[config.mk]
export PLATFORM = sky130hd
export DESIGN_NAME = alu_sequencer_flat
export DESIGN_NICKNAME = d
export VERILOG_FILES = /design/src/rtl/alu_sequencer_if.sv /design/src/rtl/alu_sequencer.sv /design/src/flat_wrapper.sv
export SDC_FILE = /design/constraint.sdc
export NUM_CORES = 1
export LEC_CHECK = 0
export ABC_CLOCK_PERIOD_IN_PS = 2200
export BUFFER_PORTS_ARGS = -buffer_cell sky130_fd_sc_hd__buf_4
export CAP_MARGIN = 20
export CORE_MARGIN = 1
export CORE_UTILIZATION = 47
export CTS_BUF_LIST = sky130_fd_sc_hd__clkbuf_4 sky130_fd_sc_hd__clkbuf_8 sky130_fd_sc_hd__clkbuf_16
export DETAILED_ROUTE_END_ITERATION = 8
export HOLD_SLACK_MARGIN = 0.06
export PLACE_DENSITY = 0.87
export SKIP_LAST_GASP = 1
export SYNTH_ARGS = -nofsm -noshare
export SYNTH_HDL_FRONTEND = slang
export SYNTH_SLANG_ARGS = --single-unit
[constraint.sdc]
create_clock -name CLKb -period 2.2 [get_ports CLKb]
set_input_delay 0.11 -clock CLKb [delete_from_list [all_inputs] [get_ports CLKb]]
set_output_delay 0.11 -clock CLKb [all_outputs]
set_load 0.005 [all_outputs]
[src/rtl/alu_sequencer_if.sv]
// Handshake and control bundle between an instruction source and the ALU sequencer.
interface alu_sequencer_if;
  logic       Exec;
  logic [9:0] INSTR;
  logic [3:0] FN;
  logic       Ain;
  logic       Gin;
  logic       Gout;
  logic [3:0] Rin;
  logic [3:0] Rout;
  logic       Extern;
  logic       Busy;
  logic       Done;
  logic       Err;

  // Instruction source side: issues requests, observes the control strobes.
  modport master (
    output Exec, INSTR,
    input  FN, Ain, Gin, Gout, Rin, Rout, Extern, Busy, Done, Err
  );

  // Sequencer side: accepts requests, drives the control strobes.
  modport slave (
    input  Exec, INSTR,
    output FN, Ain, Gin, Gout, Rin, Rout, Extern, Busy, Done, Err
  );
endinterface

[src/rtl/alu_sequencer.sv]
// Multi-cycle control sequencer for a 4-register datapath with a shared bus and one ALU.
// Binary ops take T1..T3, unary ops T2..T3, unsupported codes a single ERR cycle.
// All state changes on the falling edge of CLKb.
module alu_sequencer (
  input logic            CLKb,
  input logic            Clear,
  alu_sequencer_if.slave bus
);

  typedef enum logic [2:0] {StIdle, StT1, StT2, StT3, StErr} state_e;

  state_e     state_q, state_d;
  logic [9:0] ir_q, ir_d;

  logic [3:0] fn;
  logic [1:0] rx;
  logic [1:0] ry;
  logic [3:0] rx_oh;
  logic [3:0] ry_oh;

  assign fn    = ir_q[9:6];
  assign rx    = ir_q[5:4];
  assign ry    = ir_q[3:2];
  assign rx_oh = 4'b0001 << rx;
  assign ry_oh = 4'b0001 << ry;

  // Low IR bits carry no meaning but are kept so IR mirrors the full instruction.
  logic unused_ir;
  assign unused_ir = ^ir_q[1:0];

  // Binary ops need operand A staged in Temp first, so they enter at T1.
  function automatic logic is_binary(input logic [3:0] code);
    case (code)
      4'b0001, 4'b0010, 4'b0011, 4'b0110, 4'b0111, 4'b1000: return 1'b1;
      default:                                              return 1'b0;
    endcase
  endfunction

  // State and instruction register, synchronous clear.
  always_ff @(negedge CLKb) begin
    if (Clear) begin
      state_q <= StIdle;
      ir_q    <= '0;
    end else begin
      state_q <= state_d;
      ir_q    <= ir_d;
    end
  end

  // Next-state: accept only in IDLE, then walk the fixed step sequence.
  always_comb begin
    state_d = state_q;
    ir_d    = ir_q;
    unique case (state_q)
      StIdle: begin
        if (bus.Exec) begin
          ir_d = bus.INSTR;
          if (bus.INSTR[9:8] == 2'b11) begin
            state_d = StErr;
          end else if (is_binary(bus.INSTR[9:6])) begin
            state_d = StT1;
          end else begin
            state_d = StT2;
          end
        end
      end
      StT1:    state_d = StT2;
      StT2:    state_d = StT3;
      StT3:    state_d = StIdle;
      StErr:   state_d = StIdle;
      default: state_d = StIdle;
    endcase
  end

  // Outputs: decoded from state and IR only, never from the live request inputs.
  always_comb begin
    bus.FN     = 4'b0000;
    bus.Ain    = 1'b0;
    bus.Gin    = 1'b0;
    bus.Gout   = 1'b0;
    bus.Rin    = 4'b0000;
    bus.Rout   = 4'b0000;
    bus.Extern = 1'b0;
    bus.Busy   = 1'b0;
    bus.Done   = 1'b0;
    bus.Err    = 1'b0;
    unique case (state_q)
      StIdle: ;
      StT1: begin
        bus.FN   = fn;
        bus.Busy = 1'b1;
        bus.Rout = ry_oh;
        bus.Ain  = 1'b1;
      end
      StT2: begin
        bus.FN   = fn;
        bus.Busy = 1'b1;
        bus.Gin  = 1'b1;
        // Load takes its operand from the external bus; everything else from Rx.
        if (fn == 4'b0000) begin
          bus.Extern = 1'b1;
        end else begin
          bus.Rout = rx_oh;
        end
      end
      StT3: begin
        bus.FN   = fn;
        bus.Busy = 1'b1;
        bus.Gout = 1'b1;
        bus.Rin  = rx_oh;
        bus.Done = 1'b1;
      end
      StErr: begin
        bus.FN   = fn;
        bus.Busy = 1'b1;
        bus.Done = 1'b1;
        bus.Err  = 1'b1;
      end
      default: ;
    endcase
  end

endmodule
[src/flat_wrapper.sv]
// flat-port wrapper written by rule: the top's interface ports become plain ports
module alu_sequencer_flat 
  (CLKb, Clear, bus_Exec, bus_INSTR, bus_FN, bus_Ain, bus_Gin, bus_Gout, bus_Rin, bus_Rout, bus_Extern, bus_Busy, bus_Done, bus_Err);
  alu_sequencer_if bus_i ();
  input logic CLKb;
  input logic Clear;
  input wire logic [$bits(bus_i.Exec)-1:0] bus_Exec;
  input wire logic [$bits(bus_i.INSTR)-1:0] bus_INSTR;
  output wire logic [$bits(bus_i.FN)-1:0] bus_FN;
  output wire logic [$bits(bus_i.Ain)-1:0] bus_Ain;
  output wire logic [$bits(bus_i.Gin)-1:0] bus_Gin;
  output wire logic [$bits(bus_i.Gout)-1:0] bus_Gout;
  output wire logic [$bits(bus_i.Rin)-1:0] bus_Rin;
  output wire logic [$bits(bus_i.Rout)-1:0] bus_Rout;
  output wire logic [$bits(bus_i.Extern)-1:0] bus_Extern;
  output wire logic [$bits(bus_i.Busy)-1:0] bus_Busy;
  output wire logic [$bits(bus_i.Done)-1:0] bus_Done;
  output wire logic [$bits(bus_i.Err)-1:0] bus_Err;
  assign bus_i.Exec = bus_Exec;
  assign bus_i.INSTR = bus_INSTR;
  assign bus_FN = bus_i.FN;
  assign bus_Ain = bus_i.Ain;
  assign bus_Gin = bus_i.Gin;
  assign bus_Gout = bus_i.Gout;
  assign bus_Rin = bus_i.Rin;
  assign bus_Rout = bus_i.Rout;
  assign bus_Extern = bus_i.Extern;
  assign bus_Busy = bus_i.Busy;
  assign bus_Done = bus_i.Done;
  assign bus_Err = bus_i.Err;
  alu_sequencer u_core (.CLKb(CLKb), .Clear(Clear), .bus(bus_i));
endmodule
# --- After elaboration in Yosys (flattened, before gate mapping) ---
# Cells that the tools add are included.
word_totals:
  word_cells: 42
  reg_bits: 13
  input_bits: 13
  output_inout_bits: 19
classes:
  shift: 2
  n_eq_ne: 12
  mux: 20
  reduce_logical: 6
op_table:
  columns: ["operator", "count"]
  rows:
  - ["$mux W1", 12]
  - ["$mux W4", 3]
  - ["$pmux W3 S3", 1]
  - ["$eq A4 B2 Y1 const B", 2]
  - ["$eq A4 B3 Y1 const B", 2]
  - ["$pmux W4 S2", 1]
  - ["$shl A1 B2 Y4 const A", 2]
  - ["$eq A3 B2 Y1 const B", 2]
  - ["$mux W3", 2]
  - ["$reduce_or A6 Y1", 1]
  - ["$eq A4 B1 Y1 const B", 1]
  - ["$eq A4 B4 Y1 const B", 1]
  - ["$logic_not A4 Y1", 1]
  - ["$reduce_or A4 Y1", 1]
  - ["$eq A3 B1 Y1 const B", 1]
  - ["$eq A3 B3 Y1 const B", 1]
  - ["$logic_not A3 Y1", 1]
  - ["$eq A2 B2 Y1 const B", 1]
  - ["$mux W2", 1]
  - ["$ne A2 B2 Y1 const B", 1]
  - ["$reduce_and A2 Y1", 1]
  - ["$reduce_or A2 Y1", 1]

# --- Logic depth before layout (Yosys ltp) ---
# Gate-level depths: netlist (run 1).
logic_depth:
  depth_word: 10
  mapped_depth: 6
  depth_no_buf: 5

==> impl_metrics.json, run 1 <==
{
  "drc": 0,
  "ys_seq_area_frac": 0.3302,
  "min-delay-path-class": "register to register",
  "grt_max_degree": 12,
  "grt-ovfl-total": 0,
  "netlist.area_leader.share": 0.3302,
  "first_iter_violations": 45,
  "cts.sinks": 11,
  "wl_per_cell_um": 19.68,
  "slew_headroom": 0.4421,
  "track_usage": 0.3563,
  "nets": 157,
  "fin_cells": 158,
  "p_leak_nw": 0.5784,
  "min_path_cells": 2,
  "cp-start-kind": "register",
  "status": "finished, violations left",
  "min_from": "u_core.ir_q[2]",
  "dieArea_um2": 1574,
  "htree_levels": 1,
  "grt_use_met3": 0.08523,
  "finalHoldViolCount": 0,
  "fin_ws_ns": -0.5585,
  "critPathMaxFanout": 4,
  "regToRegSetupSlack_ns": 0.64,
  "place_inst": 144,
  "antenna_cells": 0,
  "irDropWorstVdd_mv": 0.5570,
  "met2_usage": 0.6025,
  "drt_first_pass_iters": 4,
  "viasPerCell": 6.095,
  "clock_latency_ns": 0.36,
  "wl_mm": 3.110,
  "synth_area_leader_cell": "dfxtp_1",
  "avgSynthCellArea_um2": 7.410,
  "die_h_um": 39.67,
  "routed-via-count": 963,
  "drv_slew": 0,
  "worst_path_max_delay_cell": "or4_4",
  "io_buffers": 29,
  "yosys_warnings": 0,
  "tritoncts": "done",
  "hold_end": "u_core.ir_q[2]",
  "setup_viol": 19,
  "gp_congestion": 0.7839,
  "syn_to_final_growth_pct": 80.11,
  "syn_inst": 90,
  "syn-num-nets": 103,
  "netlist-cell-type-count": 29,
  "use_met1": 0.3706,
  "rows": 13,
  "path_depth": 4,
  "finClkSkew_ns": 0.03223,
  "ys_ff_latch": 11,
  "place_worst_setup_slack_ns": -0.1947,
  "fp.dieW_um": 39.67,
  "path_buf_inv": 1,
  "critPathTopFamily": "simple AND/OR/NAND/NOR gates",
  "clkTransAtPathRegs_ns": 0.05,
  "worst_pin_slew_ns": 0.8157,
  "critical_path_class": "register to output port",
  "io_pins": 32,
  "grt-busiest-layer": "met2",
  "violations": "setup timing",
  "r2r-start": "u_core.state_q[2]",
  "maxCapViolCount": 0,
  "crit_chain": "or4_4 -> nand2_4 -> o32ai_2 -> buf_4",
  "synth_area_leaders": "dfxtp_1 33%, nand2_1 12%, a21oi_1 6.8%",
  "root_buffer": "clkbuf_4",
  "cpPeakStageDelay_ns": 0.55,
  "critPathCaptureType": "output port",
  "mostFrequentLayoutCells": "31 x buf_4, 20 x nand2_1, 14 x inv_1",
  "dp_hpwl_mm": 1.472,
  "cts_buffer_depth": 2,
  "cts_made_buffers": 3,
  "p_per_area_nw_per_um2": 578.5,
  "stdcell_area_um2": 1201,
  "grt_pass1_vias": 848,
  "ant_nets": 0,
  "grt_pass1_wl_mm": 3.594,
  "cp.arrival_ns": 2.65,
  "rsz0062_at_grt": "yes",
  "mostFrequentLayoutCell": "buf_4",
  "coreArea_um2": 1318,
  "cts-hold-fix-buffers": 0,
  "r2r-end": "u_core.ir_q[9]",
  "required_ns": 2.09,
  "antenna_found_initial": 0,
  "utilization": 0.9117,
  "start_util": 0.5062,
  "placed_area_um2": 1008,
  "drive_gt1_frac": 0.4965,
  "r2r_cells": 5,
  "netlist_area_um2": 666.9
}
worst min-delay path: stages, from the launching register on:
cell	delay, ns
dfxtp_1	0.35
nand2_1	0.08
a21oi_1	0.07
metal layers:
layer | wire (um) | share of wire
met4 | 236 | 0.076
met1 | 1106 | 0.36
met5 | 0 | 0
met2 | 1497 | 0.48
met3 | 269 | 0.086
cell usage after synthesis:
| cell | instances |
|---|---|
| buf_2 | 1 |
| clkbuf_1 | 1 |
| or4_1 | 1 |
| buf_4 | 1 |
| a21oi_1 | 9 |
| o32a_1 | 1 |
| xnor2_1 | 1 |
| nand2b_1 | 2 |
| nor4b_1 | 1 |
| nor2b_1 | 2 |
| o21ai_0 | 3 |
| a2111oi_0 | 1 |
| nor2_1 | 7 |
| nand3b_1 | 1 |
| inv_1 | 5 |
| or2_2 | 1 |
| and2_1 | 5 |
| nand3_1 | 2 |
| nor3_4 | 1 |
| o31ai_1 | 1 |
| nor3_1 | 3 |
| buf_6 | 2 |
| a211oi_1 | 1 |
| nor4b_2 | 1 |
| dfxtp_1 | 11 |
| o32ai_1 | 2 |
| or4b_4 | 1 |
| nor3b_1 | 1 |
| nand2_1 | 21 |
timing repair:
item                       4_1_cts  5_1_grt
setup buffers                    2        0
setup endpoints to repair       19       19
pin swaps                        5        5
resized for setup               28       10
worst max-delay path by stage:
stage / startpoint / endpoint / slack (ns)
CTS: u_core.ir_q[7] / bus_Rout[2] / -0.56
finish: u_core.ir_q[7] / bus_Rout[2] / -0.56
global route: u_core.ir_q[7] / bus_Rout[3] / -0.60
global placement: u_core.ir_q[7] / bus_Rout[2] / -0.15
detailed placement: u_core.ir_q[7] / bus_Rout[2] / -0.19
floorplan: u_core.ir_q[7] / bus_Rout[3] / -0.02
sequential cells by signal, indices dropped and copies added (netlist names):
name            count
u_core.state_q      3
u_core.ir_q         8
cell type report:
type | instances | area, um2
tap | 15 | 18.77
fill | 60 | 116.4
clock buffer | 3 | 22.52
inverter | 4 | 15.01
timing repair buffer | 44 | 379.1
multi-input combinational | 69 | 488.0
clock inverter | 12 | 45.04
sequential | 11 | 232.7
cells by family (layout without fill, tap and decap cells):
group                     count (synthesis)  in the layout  share of synthesized area
xor gates and xnor gates                  1              1                    0.01314
and+or+nand+nor                          50             50                     0.4034
AOI/OAI and AO/OA                        18             18                     0.1670
DFF                                      11             11                     0.3302
buffers and inverters                    10             63                    0.08630
report_power, final:
| part | leakage (nW) | internal [mW] | switching [mW] |
|---|---|---|---|
| Clock | 0.0777 | 0.0922 | 0.144 |
| Sequential | 0.0928 | 0.215 | 0.0243 |
| Combinational | 0.408 | 0.113 | 0.106 |
| Total | 0.578 | 0.421 | 0.274 |
stage by stage:
stage,hold slack (ns),power (mW),TNS (ns)
finish,0.5477,0.6948,-7.445
CTS,0.4922,0.6623,-6.443
global placement,0.4732,0.4325,-0.8897
global route,0.5427,0.7305,-8.105
detailed placement,0.4876,0.4411,-1.163
floorplan,0.4440,0.3583,-0.04505
Note: power is estimated with default switching activity, not from simulation.
==> run 2: changes to the inputs <==
- ABC_AREA: unset -> 1
- CORE_UTILIZATION: 47 -> 48
- PLACE_DENSITY: 0.87 -> 0.88
==> impl_metrics.json, run 2 <==
{
  "cts_buffer_depth": 2,
  "maxCapViolCount": 0,
  "synthArstFlopShare": 0,
  "swShare": 0.4451,
  "avgSynthCellArea_um2": 6.445,
  "required_ns": 2.09,
  "place_worst_setup_slack_ns": -0.05457,
  "io_buffers": 29,
  "grt_pass1_vias": 849,
  "drc": 0,
  "yosys_warnings": 0,
  "viasPerCell": 5.825,
  "fin_ws_ns": -0.4948,
  "drt_first_pass_iters": 4,
  "grt-ovfl-total": 0,
  "cpPeakStageDelay_ns": 0.33,
  "regMostFlops": "u_core.ir_q",
  "antenna_cells": 0,
  "htree_levels": 1,
  "synth_common_cells": "22 x nand2_1, 18 x inv_1, 11 x dfxtp_1, 11 x nand3_1, 10 x a21oi_1",
  "mostFrequentLayoutCell": "buf_4",
  "rows": 13,
  "pwr-share-seq": 0.298,
  "syn-num-nets": 119,
  "drv_slew": 0,
  "drive_gt1_frac": 0.5185,
  "synth_area_leader_cell": "dfxtp_1",
  "cts-hold-fix-buffers": 0,
  "gp_congestion": 0.7104,
  "switchingPower_uw": 365.9,
  "stdcell_area_um2": 1229,
  "path_common_cell": "inv_2",
  "dp_hpwl_mm": 1.408,
  "violations": "setup timing",
  "comb_power_share": 0.399,
  "nets": 176,
  "worst_pin_slew_ns": 0.2423,
  "worst_path_max_delay_cell": "dfxtp_2",
  "antenna_found_initial": 0,
  "grt_pass1_wl_mm": 3.415,
  "grt_max_degree": 11,
  "p_per_area_nw_per_um2": 669.0,
  "ys_ff_latch": 11,
  "root_buffer": "clkbuf_4",
  "setup_viol": 19,
  "syn_inst": 106,
  "r2r_cells": 10,
  "crit_chain": "inv_2 -> nand3_2 -> inv_2 -> nand2_1 -> o22ai_2 -> buf_4",
  "ys_seq_area_frac": 0.3223,
  "ant_nets": 0,
  "nFillCells": 50,
  "fp.dieW_um": 39.73,
  "slew_headroom": 0.8383,
  "synth_area_leaders": "dfxtp_1 32%, nand2_1 12%, inv_1 9.9%",
  "min-delay-path-class": "register to register",
  "top_regs": "u_core.ir_q (8), u_core.state_q (3)",
  "seq_area_um2": 229.0,
  "first_iter_violations": 34,
  "p_int_uw": 456.1,
  "rsz0062_at_grt": "yes",
  "routed-via-count": 1031,
  "wl_per_cell_um": 18.72,
  "cts.sinks": 11,
  "critPathCaptureType": "output port",
  "critical_path_class": "register to output port",
  "multi_input_area_um2": 455.4,
  "placed_area_um2": 978.4,
  "clkTransAtPathRegs_ns": 0.05,
  "netlist.area_leader.share": 0.3223,
  "yosysMostFrequentCell": "nand2_1",
  "status": "finished, violations left",
  "cp-start-kind": "register",
  "p_leak_nw": 0.6329,
  "irDropWorstVdd_mv": 0.4585,
  "track_usage": 0.3337,
  "synth_edf_count": 0,
  "dieArea_um2": 1578,
  "finalHoldViolCount": 0,
  "tritoncts": "done",
  "synth_ff_type": "dfxtp_1",
  "min_path_cells": 2,
  "start_util": 0.5185,
  "io_pins": 32,
  "critPathMaxFanout": 4,
  "largest_reg_flops": 8,
  "netlist_area_um2": 683.2,
  "netlist-cell-type-count": 20,
  "clock_latency_ns": 0.36,
  "cp.arrival_ns": 2.58,
  "wl_mm": 3.313,
  "finClkSkew_ns": 0.02597,
  "die_h_um": 39.73,
  "p_clk_frac": 0.303,
  "syn_to_final_growth_pct": 79.85,
  "cts_made_buffers": 3,
  "mostFrequentLayoutCells": "34 x buf_4, 26 x inv_1, 20 x nand2_1",
  "coreArea_um2": 1318
}
run 2: final cells by class:
type | count | area share
clock buffers | 3 | 0.01833
clock inverters | 12 | 0.03666
inverters | 22 | 0.07332
multi-input cells | 70 | 0.3707
flip-flops and latches | 11 | 0.1864
well taps | 15 | 0.01527
repair buffers | 44 | 0.2994
run 2: stage by stage:
| step | hold slack [ns] | cells | util | setup TNS, ns | power, mW |
|---|---|---|---|---|---|
| after CTS | 0.4732 | 175 | 0.8623 | -6.105 | 0.7301 |
| after global placement | 0.4505 | 157 | 0.7426 | -0.08984 | 0.4937 |
| final | 0.4927 | 177 | 0.9326 | -7.125 | 0.8220 |
| after global routing | 0.5030 | 177 | 0.9326 | -7.708 | 0.8609 |
| after detailed placement | 0.4549 | 157 | 0.7426 | -0.3075 | 0.5048 |
| after floorplan | 0.4400 | 106 | - | 0 | 0.4032 |
run 2: power groups by stage:
stage | clock network (mW) | logic [mW] | registers, mW
2_1_floorplan | 0.0335 | 0.135 | 0.235
3_3_place_gp | 0.0335 | 0.224 | 0.236
3_5_place_dp | 0.0335 | 0.234 | 0.237
4_1_cts | 0.230 | 0.263 | 0.237
5_1_grt | 0.268 | 0.347 | 0.245
6_report | 0.249 | 0.328 | 0.245
run 2: final timing paths:
check | slack (ns) | endpoint | start
setup / recovery | -0.49 | bus_Rout[3] | u_core.state_q[2]
hold / removal | 0.49 | u_core.ir_q[9] | u_core.ir_q[9]
setup reg to reg | 0.70 | u_core.ir_q[3] | u_core.state_q[2]
hold reg to reg | 0.49 | u_core.ir_q[9] | u_core.ir_q[9]
run 2: cell families after synthesis:
kind of cell / count (synthesis) / synth area share
and+or+nand+nor: 54 / 0.4048
buffers and inverters: 25 / 0.1428
AOI/OAI and AO/OA: 16 / 0.1300
DFF: 11 / 0.3223
run 2: what timing repair did:
action                                  CTS  global route
endpoints found under the hold margin     0             0
endpoints found under the setup margin   19            19
pin swaps                                 5             6
setup buffers                             4             4
resized for setup                        20            22
run 2: worst max-delay path: cells and delay by family, from the launching register on:
family | cells | cell delay [ns]
compound gates | 1 | 0.18
buf+inv | 3 | 0.36
flops | 1 | 0.33
simple gates | 2 | 0.24
run 2: per-layer routing:
metal	part of all wire	vias to the layer above	routed length, um	track usage
met4	0.058	0	191	0.1552
li1	-	447	-	-
met5	0	-	0	0
met2	0.50	83	1642	0.6393
met3	0.077	26	254	0.1023
met1	0.37	475	1225	0.3114
